[src/rtl/txn_if.sv]
// Bundle of command, transaction and result signals between the initiator
// and its environment (upstream command source, responder, watchdog, result sink).
interface txn_if #(
  parameter int ID_W = 4
) ();
  // cmd_valid/cmd_ready: a command moves on any rising edge where both are high.
  // Once cmd_valid rises, the source holds it and keeps cmd_id stable until
  // that edge. cmd_ready does not wait for cmd_valid.
  logic            cmd_valid;
  logic            cmd_ready;
  logic [ID_W-1:0] cmd_id;
  logic            start_transaction;
  logic            complete_transaction;
  logic            req_timeout;
  logic            done_valid;
  logic [ID_W-1:0] done_id;
  logic [1:0]      done_status;
  logic [1:0]      retry_cnt;
  logic            busy;

  modport master (
    input  cmd_valid, cmd_id, complete_transaction, req_timeout,
    output cmd_ready, start_transaction, done_valid, done_id, done_status,
           retry_cnt, busy
  );

  modport slave (
    output cmd_valid, cmd_id, complete_transaction, req_timeout,
    input  cmd_ready, start_transaction, done_valid, done_id, done_status,
           retry_cnt, busy
  );
endinterface

[src/rtl/txn_initiator.sv]
// Initiator of the start/complete/timeout handshake: accepts one command at a
// time, retries timed-out attempts after a fixed backoff and reports the result.
module txn_initiator #(
  parameter int ID_W        = 4,
  parameter int MAX_RETRIES = 2,
  parameter int BACKOFF     = 3
) (
  input  logic       clk,
  input  logic       rst,
  txn_if.master      bus,
  output logic [2:0] dbg_state_o
);

  typedef enum logic [2:0] {
    S_IDLE    = 3'd0,
    S_ISSUE   = 3'd1,
    S_WAIT    = 3'd2,
    S_BACKOFF = 3'd3,
    S_REPORT  = 3'd4
  } state_t;

  localparam logic [1:0] ST_OK_FIRST = 2'b00;
  localparam logic [1:0] ST_OK_RETRY = 2'b01;
  localparam logic [1:0] ST_FAILED   = 2'b10;
  localparam logic [1:0] RC_MAX      = 2'(MAX_RETRIES);
  localparam int         BO_W        = (BACKOFF > 1) ? $clog2(BACKOFF) : 1;
  localparam logic [BO_W-1:0] BO_LAST = BO_W'(BACKOFF - 1);

  state_t          state_q;
  logic [ID_W-1:0] id_q;
  logic [1:0]      rc_q;
  logic [BO_W-1:0] bo_q;
  logic            ready_q;
  logic            busy_q;
  logic            start_q;
  logic            done_q;
  logic [ID_W-1:0] done_id_q;
  logic [1:0]      done_st_q;

  always_ff @(posedge clk) begin
    if (rst) begin
      state_q   <= S_IDLE;
      id_q      <= '0;
      rc_q      <= '0;
      bo_q      <= '0;
      ready_q   <= 1'b1;
      busy_q    <= 1'b0;
      start_q   <= 1'b0;
      done_q    <= 1'b0;
      done_id_q <= '0;
      done_st_q <= '0;
    end else begin
      start_q <= 1'b0;
      done_q  <= 1'b0;
      case (state_q)
        S_IDLE: begin
          if (bus.cmd_valid && ready_q) begin
            id_q    <= bus.cmd_id;
            rc_q    <= '0;
            ready_q <= 1'b0;
            busy_q  <= 1'b1;
            start_q <= 1'b1;
            state_q <= S_ISSUE;
          end
        end
        S_ISSUE: begin
          state_q <= S_WAIT;
        end
        S_WAIT: begin
          // A completion that coincides with a timeout still counts as success.
          if (bus.complete_transaction) begin
            done_q    <= 1'b1;
            done_id_q <= id_q;
            done_st_q <= (rc_q == 2'd0) ? ST_OK_FIRST : ST_OK_RETRY;
            state_q   <= S_REPORT;
          end else if (bus.req_timeout) begin
            if (rc_q < RC_MAX) begin
              rc_q    <= rc_q + 2'd1;
              bo_q    <= '0;
              state_q <= S_BACKOFF;
            end else begin
              done_q    <= 1'b1;
              done_id_q <= id_q;
              done_st_q <= ST_FAILED;
              state_q   <= S_REPORT;
            end
          end
        end
        S_BACKOFF: begin
          // Late responses to the abandoned attempt are dropped here.
          if (bo_q == BO_LAST) begin
            start_q <= 1'b1;
            state_q <= S_ISSUE;
          end else begin
            bo_q <= bo_q + 1'b1;
          end
        end
        S_REPORT: begin
          ready_q <= 1'b1;
          busy_q  <= 1'b0;
          state_q <= S_IDLE;
        end
        default: begin
          state_q <= S_IDLE;
        end
      endcase
    end
  end

  assign bus.cmd_ready         = ready_q;
  assign bus.start_transaction = start_q;
  assign bus.done_valid        = done_q;
  assign bus.done_id           = done_id_q;
  assign bus.done_status       = done_st_q;
  assign bus.retry_cnt         = rc_q;
  assign bus.busy              = busy_q;
  assign dbg_state_o           = state_q;

endmodule

[src/flat_wrapper.sv]
// flat-port wrapper written by rule: the top's interface ports become plain ports
module txn_initiator_flat 
#(
  parameter int ID_W        = 4,
  parameter int MAX_RETRIES = 2,
  parameter int BACKOFF     = 3
)
  (clk, rst, dbg_state_o, bus_cmd_valid, bus_cmd_id, bus_complete_transaction, bus_req_timeout, bus_cmd_ready, bus_start_transaction, bus_done_valid, bus_done_id, bus_done_status, bus_retry_cnt, bus_busy);
  txn_if #(.ID_W(ID_W)) bus_i ();
  input  logic clk;
  input  logic rst;
  output logic [2:0] dbg_state_o;
  input wire logic [$bits(bus_i.cmd_valid)-1:0] bus_cmd_valid;
  input wire logic [$bits(bus_i.cmd_id)-1:0] bus_cmd_id;
  input wire logic [$bits(bus_i.complete_transaction)-1:0] bus_complete_transaction;
  input wire logic [$bits(bus_i.req_timeout)-1:0] bus_req_timeout;
  output wire logic [$bits(bus_i.cmd_ready)-1:0] bus_cmd_ready;
  output wire logic [$bits(bus_i.start_transaction)-1:0] bus_start_transaction;
  output wire logic [$bits(bus_i.done_valid)-1:0] bus_done_valid;
  output wire logic [$bits(bus_i.done_id)-1:0] bus_done_id;
  output wire logic [$bits(bus_i.done_status)-1:0] bus_done_status;
  output wire logic [$bits(bus_i.retry_cnt)-1:0] bus_retry_cnt;
  output wire logic [$bits(bus_i.busy)-1:0] bus_busy;
  assign bus_i.cmd_valid = bus_cmd_valid;
  assign bus_i.cmd_id = bus_cmd_id;
  assign bus_i.complete_transaction = bus_complete_transaction;
  assign bus_i.req_timeout = bus_req_timeout;
  assign bus_cmd_ready = bus_i.cmd_ready;
  assign bus_start_transaction = bus_i.start_transaction;
  assign bus_done_valid = bus_i.done_valid;
  assign bus_done_id = bus_i.done_id;
  assign bus_done_status = bus_i.done_status;
  assign bus_retry_cnt = bus_i.retry_cnt;
  assign bus_busy = bus_i.busy;
  txn_initiator #(.ID_W(ID_W), .MAX_RETRIES(MAX_RETRIES), .BACKOFF(BACKOFF)) u_core (.clk(clk), .rst(rst), .bus(bus_i), .dbg_state_o(dbg_state_o));
endmodule
[config.mk]
export PLATFORM = sky130hd
export DESIGN_NAME = txn_initiator_flat
export DESIGN_NICKNAME = d
export VERILOG_FILES = /design/src/rtl/txn_if.sv /design/src/rtl/txn_initiator.sv /design/src/flat_wrapper.sv
export SDC_FILE = /design/constraint.sdc
export NUM_CORES = 1
export LEC_CHECK = 0
export ABC_CLOCK_PERIOD_IN_PS = 1400
export BUFFER_PORTS_ARGS = -buffer_cell sky130_fd_sc_hd__buf_2
export CAP_MARGIN = 20
export CORE_UTILIZATION = 50
export DETAILED_ROUTE_END_ITERATION = 6
export PLACE_DENSITY = 0.76
export SLEW_MARGIN = 10
export SYNTH_ARGS = -nofsm -noshare
export SYNTH_HDL_FRONTEND = slang
export SYNTH_SLANG_ARGS = --single-unit
[constraint.sdc]
create_clock -name clk -period 1.4 [get_ports clk]
set_input_delay 0.07 -clock clk [delete_from_list [all_inputs] [get_ports clk]]
set_output_delay 0.07 -clock clk [all_outputs]
set_load 0.03 [all_outputs]
==> flow_metrics.env, run 1 <==
export IMPL_status="complete, no violations"
export IMPL_grt_pass1_wl_um=3290
export IMPL_clock_path_buffers=2
export IMPL_syn_nets=111
export IMPL_die_width_um=45.4
export IMPL_max_stage_delay_ps=400
export IMPL_final_core_util_pct=66.0
export IMPL_grt_pass1_vias=735
export IMPL_cp_start_kind="register"
export IMPL_critical_path_cell_chain="inv_1, ha_1, or3_1, a21oi_1"
export IMPL_slowest_stage="or3_1"
export IMPL_hold_viol_final=0
export IMPL_peakVddDrop_mv=0.524
export IMPL_async_reset_ff_share_pct=0
export IMPL_p_switching_uw=331
export IMPL_drc=0
export IMPL_fp_dieArea_um2=2060
export IMPL_p_comb_share_pct=18.1
export IMPL_wl_per_cell_um=13.7
export IMPL_fin_hold_ws_ps=1.94
export IMPL_grt_use_total_pct=22.2
export IMPL_slew_limit_headroom_pct=72.7
export IMPL_post_cts_buffers=0
export IMPL_clk_insertion_delay_late_ps=310
export IMPL_period_share_pct=92.8
export IMPL_pre_cts_slack_ps=84.1
export IMPL_syn_avg_cell_area_um2=9.42
export IMPL_postRouteAntennaNets=0
export IMPL_crit_path_max_fanout=6
export IMPL_cts_tree="done"
export IMPL_required_ps=1640
export IMPL_wl_um=2110
export IMPL_cts_root_buf="clkbuf_4"
export IMPL_synth_edf_count=0
export IMPL_cts_sinks=21
export IMPL_crit_type="register to register"
export IMPL_power_internal_uw=810
export IMPL_seqPwrFrac_pct=56.2
export IMPL_cp_end_kind="register"
export IMPL_drive_gt1_share_pct=37.2
export IMPL_hold_path_class="input port to register"
export IMPL_p_leak_nw=0.466
export IMPL_max_freq_mhz=770
export IMPL_layout_commonest_cell="buf_2"
export IMPL_nNetsFinal=141
export IMPL_finalWorstSetupSlack_ps=101
export IMPL_drt_iter0_drc=13
export IMPL_fin_crit_ps=1300
export IMPL_cts_hold_buf=0
export IMPL_routabilityCongestion=0.784
export IMPL_antenna_cells=0
export IMPL_cts_clk_slew_worst_paths_ps=120
export IMPL_die_y_um=45.4
export IMPL_grt_max_degree=23
export IMPL_first_pass_iters=4
export IMPL_antenna_found_initial=0
export IMPL_yosys_warnings=0
export IMPL_power_frac_clock_pct=25.8
export IMPL_finalMaxSlewViolations=0
export IMPL_maxCapViolCount=0
export IMPL_route_vias_total=863
export IMPL_synth_area_um2=942
export IMPL_finClkSkew_ps=5.58
export IMPL_synth_main_ff_cell="dfxtp_1"
export IMPL_synthTopCellsByArea="dfxtp_1, a21oi_1, nand3_1"
export IMPL_syn_inst=100
export IMPL_layout_common_cells="buf_2, dfxtp_1, a21oi_1"
export IMPL_initial_core_util_pct=54.0
export IMPL_hpwlAfterDp_um=1470
export IMPL_grt_overflow_total=0
export IMPL_arrival_ps=1540
export IMPL_yosys_area_top_type="dfxtp_1"
export IMPL_port_buffer_count=23
export IMPL_cts_repair_resized=0
export IMPL_synth_seq_cells=21
export IMPL_tightest_slew_ps=409
export IMPL_syn2layout_area_growth_pct=22.3
export IMPL_fp_coreArea_um2=1750
export IMPL_synth_top_area_share_pct=44.6
export IMPL_powerDensity_nw_per_um2=990
export IMPL_synth_cell_types=35
export IMPL_routed_via_density=5.60
export IMPL_ys_seq_area_share_pct=44.6
export IMPL_setup_viol=0
export IMPL_cts_max_level=1
export IMPL_num_rows=15
export IMPL_io_pins=24
export IMPL_swShare_pct=29.0
export IMPL_numCtsBuffers=3
==> cell families (layout without fill, tap and decap cells) <==
kind of cell | after synthesis | count (layout) | synth area share [%]
AOI/OAI and AO/OA | 38 | 38 | 26.2
and+or+nand+nor | 29 | 29 | 21.4
DFF | 21 | 21 | 44.6
buffers and inverters | 10 | 39 | 5.18
adders and majority gates | 2 | 2 | 2.66
==> metrics by stage <==
step / cell area [um^2] / setup TNS (ps) / total power, mW / std cells
floorplan: 942 / 0 / 0.787 / 100
global placement: 1110 / 0 / 0.851 / 150
detailed placement: 1110 / 0 / 0.854 / 150
CTS: 1140 / 0 / 1.14 / 154
global route: 1150 / -16.5 / 1.19 / 154
finish: 1150 / 0 / 1.14 / 154
==> power groups by stage <==
stage / logic (mW) / registers [mW] / clock network, mW
finish: 0.206 / 0.641 / 0.294
CTS: 0.202 / 0.640 / 0.297
global placement: 0.198 / 0.652 / 0
floorplan: 0.102 / 0.685 / 0
global route: 0.222 / 0.645 / 0.325
detailed placement: 0.201 / 0.653 / 0
==> layer usage <==
layer / GRT usage [%] / routed length [um] / vias to the layer above
met2: 35.1 / 978 / 28
li1: - / - / 430
met4: 9.09 / 38 / 0
met5: 0 / 0 / -
met1: 29.9 / 991 / 400
met3: 3.57 / 102 / 5
==> final cells by class <==
type,instances,area (um^2)
well taps,25,31.3
clock buffers,3,22.5
clock inverters,1,5.00
multi-input cells,69,482
flip-flops and latches,21,422
repair buffers,31,175
fillers,149,593
inverters,4,15.0
==> cells in the mapped netlist (2+ instances only) <==
cell,n
dfxtp_1,21
a21oi_1,16
nand3_1,10
o21ai_0,6
o21ai_1,5
inv_1,4
buf_2,3
a21oi_2,2
clkbuf_1,2
ha_1,2
nand2_1,2
nand3b_1,2
nor3_1,2
o221ai_2,2
==> worst max-delay path: cells and delay by family (launching register included) <==
| kind | cells | cell delay [ps] |
|---|---|---|
| AOI/OAI and AO/OA | 1 | 120 |
| adders and majority gates | 1 | 280 |
| buffers and inverters | 1 | 70 |
| DFF | 1 | 370 |
| and+or+nand+nor | 1 | 400 |
==> registers in the layout, indices dropped and copies added, names as in the netlist <==
| signal | cells |
|---|---|
| u_core.id_q | 4 |
| u_core.bus.start_transaction | 1 |
| u_core.bus.busy | 1 |
| u_core.bus.done_status | 2 |
| u_core.bo_q | 2 |
| u_core.bus.cmd_ready | 1 |
| u_core.bus.retry_cnt | 2 |
| u_core.bus.done_valid | 1 |
| u_core.bus.done_id | 4 |
| u_core.dbg_state_o | 3 |
==> worst paths after layout <==
kind         slack (ps)                       from  cells after the start                        end
min                   2              bus_cmd_id[0]                      3             u_core.id_q[0]
min reg2reg         480  u_core.bus.done_status[0]                      2  u_core.bus.done_status[0]
max                 100             u_core.bo_q[0]                      4             u_core.bo_q[1]
max reg2reg         100             u_core.bo_q[0]                      4             u_core.bo_q[1]
Power figures use the tool's default switching activity.
==> inputs of run 2 (changes only) <==
--- a/config.mk
+++ b/config.mk
@@ -5,9 +5,8 @@
 export SDC_FILE = /design/constraint.sdc
 export NUM_CORES = 1
 export LEC_CHECK = 0
-export ABC_CLOCK_PERIOD_IN_PS = 1400
+export ABC_CLOCK_PERIOD_IN_PS = 1380
 export BUFFER_PORTS_ARGS = -buffer_cell sky130_fd_sc_hd__buf_2
-export CAP_MARGIN = 20
 export CORE_UTILIZATION = 50
 export DETAILED_ROUTE_END_ITERATION = 6
 export PLACE_DENSITY = 0.76
==> constraint.sdc (replaced) <==
create_clock -name clk -period 1.38 [get_ports clk]
set_input_delay 0.069 -clock clk [delete_from_list [all_inputs] [get_ports clk]]
set_output_delay 0.069 -clock clk [all_outputs]
set_load 0.03 [all_outputs]
==> run 2 against run 1 <==
Final cell count decreased by 0.65%. First-iteration DRC count grew 85%. Non-clock buffer count shrank 1. Maximum frequency down 1.4%. Global-route usage rose by 1.4 points. Final area rose by 2.2%. Sequential power rose by 3%. Sequential share of layout area down 0.78 points. Critical path type unchanged. Highest routed layer unchanged.
==> flow_metrics.env, run 2 (synthesized netlist as in run 1, its figures left out) <==
export IMPL_status="complete, no violations"
export IMPL_antenna_found_initial=0
export IMPL_required_ps=1570
export IMPL_fp_dieArea_um2=2060
export IMPL_period_share_pct=95.4
export IMPL_critical_path_cell_chain="nand4bb_2, o21ai_0, a21oi_1"
export IMPL_antenna_cells=0
export IMPL_drc=0
export IMPL_max_stage_delay_ps=420
export IMPL_powerDensity_nw_per_um2=998
export IMPL_power_internal_uw=826
export IMPL_routed_via_density=5.86
export IMPL_fp_coreArea_um2=1750
export IMPL_grt_overflow_total=0
export IMPL_grt_max_degree=23
export IMPL_first_pass_iters=4
export IMPL_tns_ps=0
export IMPL_p_leak_nw=0.466
export IMPL_clock_path_buffers=2
export IMPL_setup_viol=0
export IMPL_num_rows=15
export IMPL_postRouteAntennaNets=0
export IMPL_grt_pass1_vias=790
export IMPL_seqPwrFrac_pct=56.1
export IMPL_initial_core_util_pct=54.0
export IMPL_drive_gt1_share_pct=38.3
export IMPL_route_vias_total=896
export IMPL_wl_um=2170
export IMPL_p_comb_share_pct=17.6
export IMPL_crit_type="register to register"
export IMPL_nFillCells=161
export IMPL_cts_root_buf="clkbuf_4"
export IMPL_clk_insertion_delay_late_ps=320
export IMPL_cts_tree="done"
export IMPL_slew_limit_headroom_pct=72.5
export IMPL_tightest_slew_ps=413
export IMPL_rsz0062_at_grt="false"
export IMPL_cts_max_level=1
export IMPL_maxCapViolCount=0
export IMPL_nNetsFinal=140
export IMPL_layout_commonest_cell="buf_2"
export IMPL_finalMaxSlewViolations=0
export IMPL_place_inst=149
export IMPL_multi_input_area_um2=489
export IMPL_seqCellArea_um2=422
export IMPL_wl_per_cell_um=14.2
export IMPL_cp_start_kind="register"
export IMPL_swShare_pct=29.7
export IMPL_hold_path_class="input port to register"
export IMPL_grt_pass1_wl_um=3460
export IMPL_cts_hold_buf=0
export IMPL_max_freq_mhz=759
export IMPL_arrival_ps=1510
export IMPL_grt_use_total_pct=23.6
export IMPL_fin_cells=153
export IMPL_finClkSkew_ps=8.86
export IMPL_hpwlAfterDp_um=1550
export IMPL_cts_clk_slew_worst_paths_ps=130
export IMPL_cts_sinks=21
export IMPL_die_width_um=45.4
export IMPL_power_frac_clock_pct=26.3
export IMPL_hold_viol_final=0
export IMPL_peakVddDrop_mv=0.800
export IMPL_io_pins=24
export IMPL_die_y_um=45.4
export IMPL_routabilityCongestion=0.784
export IMPL_syn2layout_area_growth_pct=25.0
export IMPL_slowest_stage="dfxtp_1"
export IMPL_layout_common_cells="buf_2, dfxtp_1, a21oi_1"
export IMPL_numCtsBuffers=3
export IMPL_crit_path_max_fanout=8
export IMPL_cp_end_kind="register"
export IMPL_port_buffer_count=23
export IMPL_drt_iter0_drc=24
export IMPL_p_switching_uw=349
export IMPL_fin_crit_ps=1320
run 2: cell types whose count changed in the layout (fill, tap and decap cells not counted):
cell	change
ha_2	+1
nand4bb_2	+1
buf_4	-3
buf_12	+2
ha_1	-1
nand4bb_1	-1
run 2: routing by layer:
metal  part of all wire [%]  track usage (%)  vias up
li1                       -                -      436
met1                     46             31.4      434
met2                     48             35.7       22
met3                    3.5             3.57        4
met4                    2.1             14.5        0
met5                      0                0        -
run 2: stage by stage:
| stage | setup WS (ps) | instance area, um^2 | power (mW) | utilization [%] | hold WS [ps] |
|---|---|---|---|---|---|
| after floorplan | 40.4 | 943 | 0.799 | - | 160 |
| after global placement | 59.8 | 1130 | 0.865 | 64.9 | 329 |
| after detailed placement | 30.7 | 1130 | 0.871 | 64.9 | 336 |
| after CTS | 17.9 | 1160 | 1.16 | 66.7 | 0.939 |
| after global routing | 26.7 | 1180 | 1.22 | 67.5 | 9.87 |
| final | 62.9 | 1180 | 1.17 | 67.5 | 0.535 |
run 2: cell type report:
| type | instances | share of cell area [%] |
|---|---|---|
| Multi-Input combinational cell | 69 | 41.6 |
| Sequential cell | 21 | 35.8 |
| Timing Repair Buffer | 30 | 16.4 |
| Tap cell | 25 | 2.66 |
| Clock buffer | 3 | 1.91 |
| Inverter | 4 | 1.28 |
| Clock inverter | 1 | 0.425 |
run 2: critical path, delay by kind of cell, from the launching register on:
kind | cells | cell delay, ps
AND/OR/NAND/NOR | 1 | 380
flip-flops | 1 | 420
AO/OA/AOI/OAI | 2 | 390
run 2: worst paths after layout:
path | start | to | slack (ps) | cells after the start
worst min-delay path | bus_cmd_id[0] | u_core.id_q[0] | 0.5 | 3
worst max-delay path | u_core.dbg_state_o[0] | u_core.id_q[3] | 60 | 3
worst max register to register | u_core.dbg_state_o[0] | u_core.id_q[3] | 60 | 3
worst min register to register | u_core.id_q[1] | u_core.bus.done_id[1] | 490 | 2
run 2: repair_timing:
item | 4_1_cts | 5_1_grt
gates cloned | 0 | 0
endpoints found under the setup margin | 1 | 8
setup buffers | 0 | 0
resized for setup | 1 | 3
run 2: power by group through the flow:
stage          clock (mW)  combinational [mW]  sequential, mW
2_1_floorplan           0               0.104           0.695
3_3_place_gp            0               0.198           0.667
3_5_place_dp            0               0.201           0.670
4_1_cts             0.304               0.203           0.657
5_1_grt             0.335               0.223           0.661
6_report            0.309               0.207           0.659
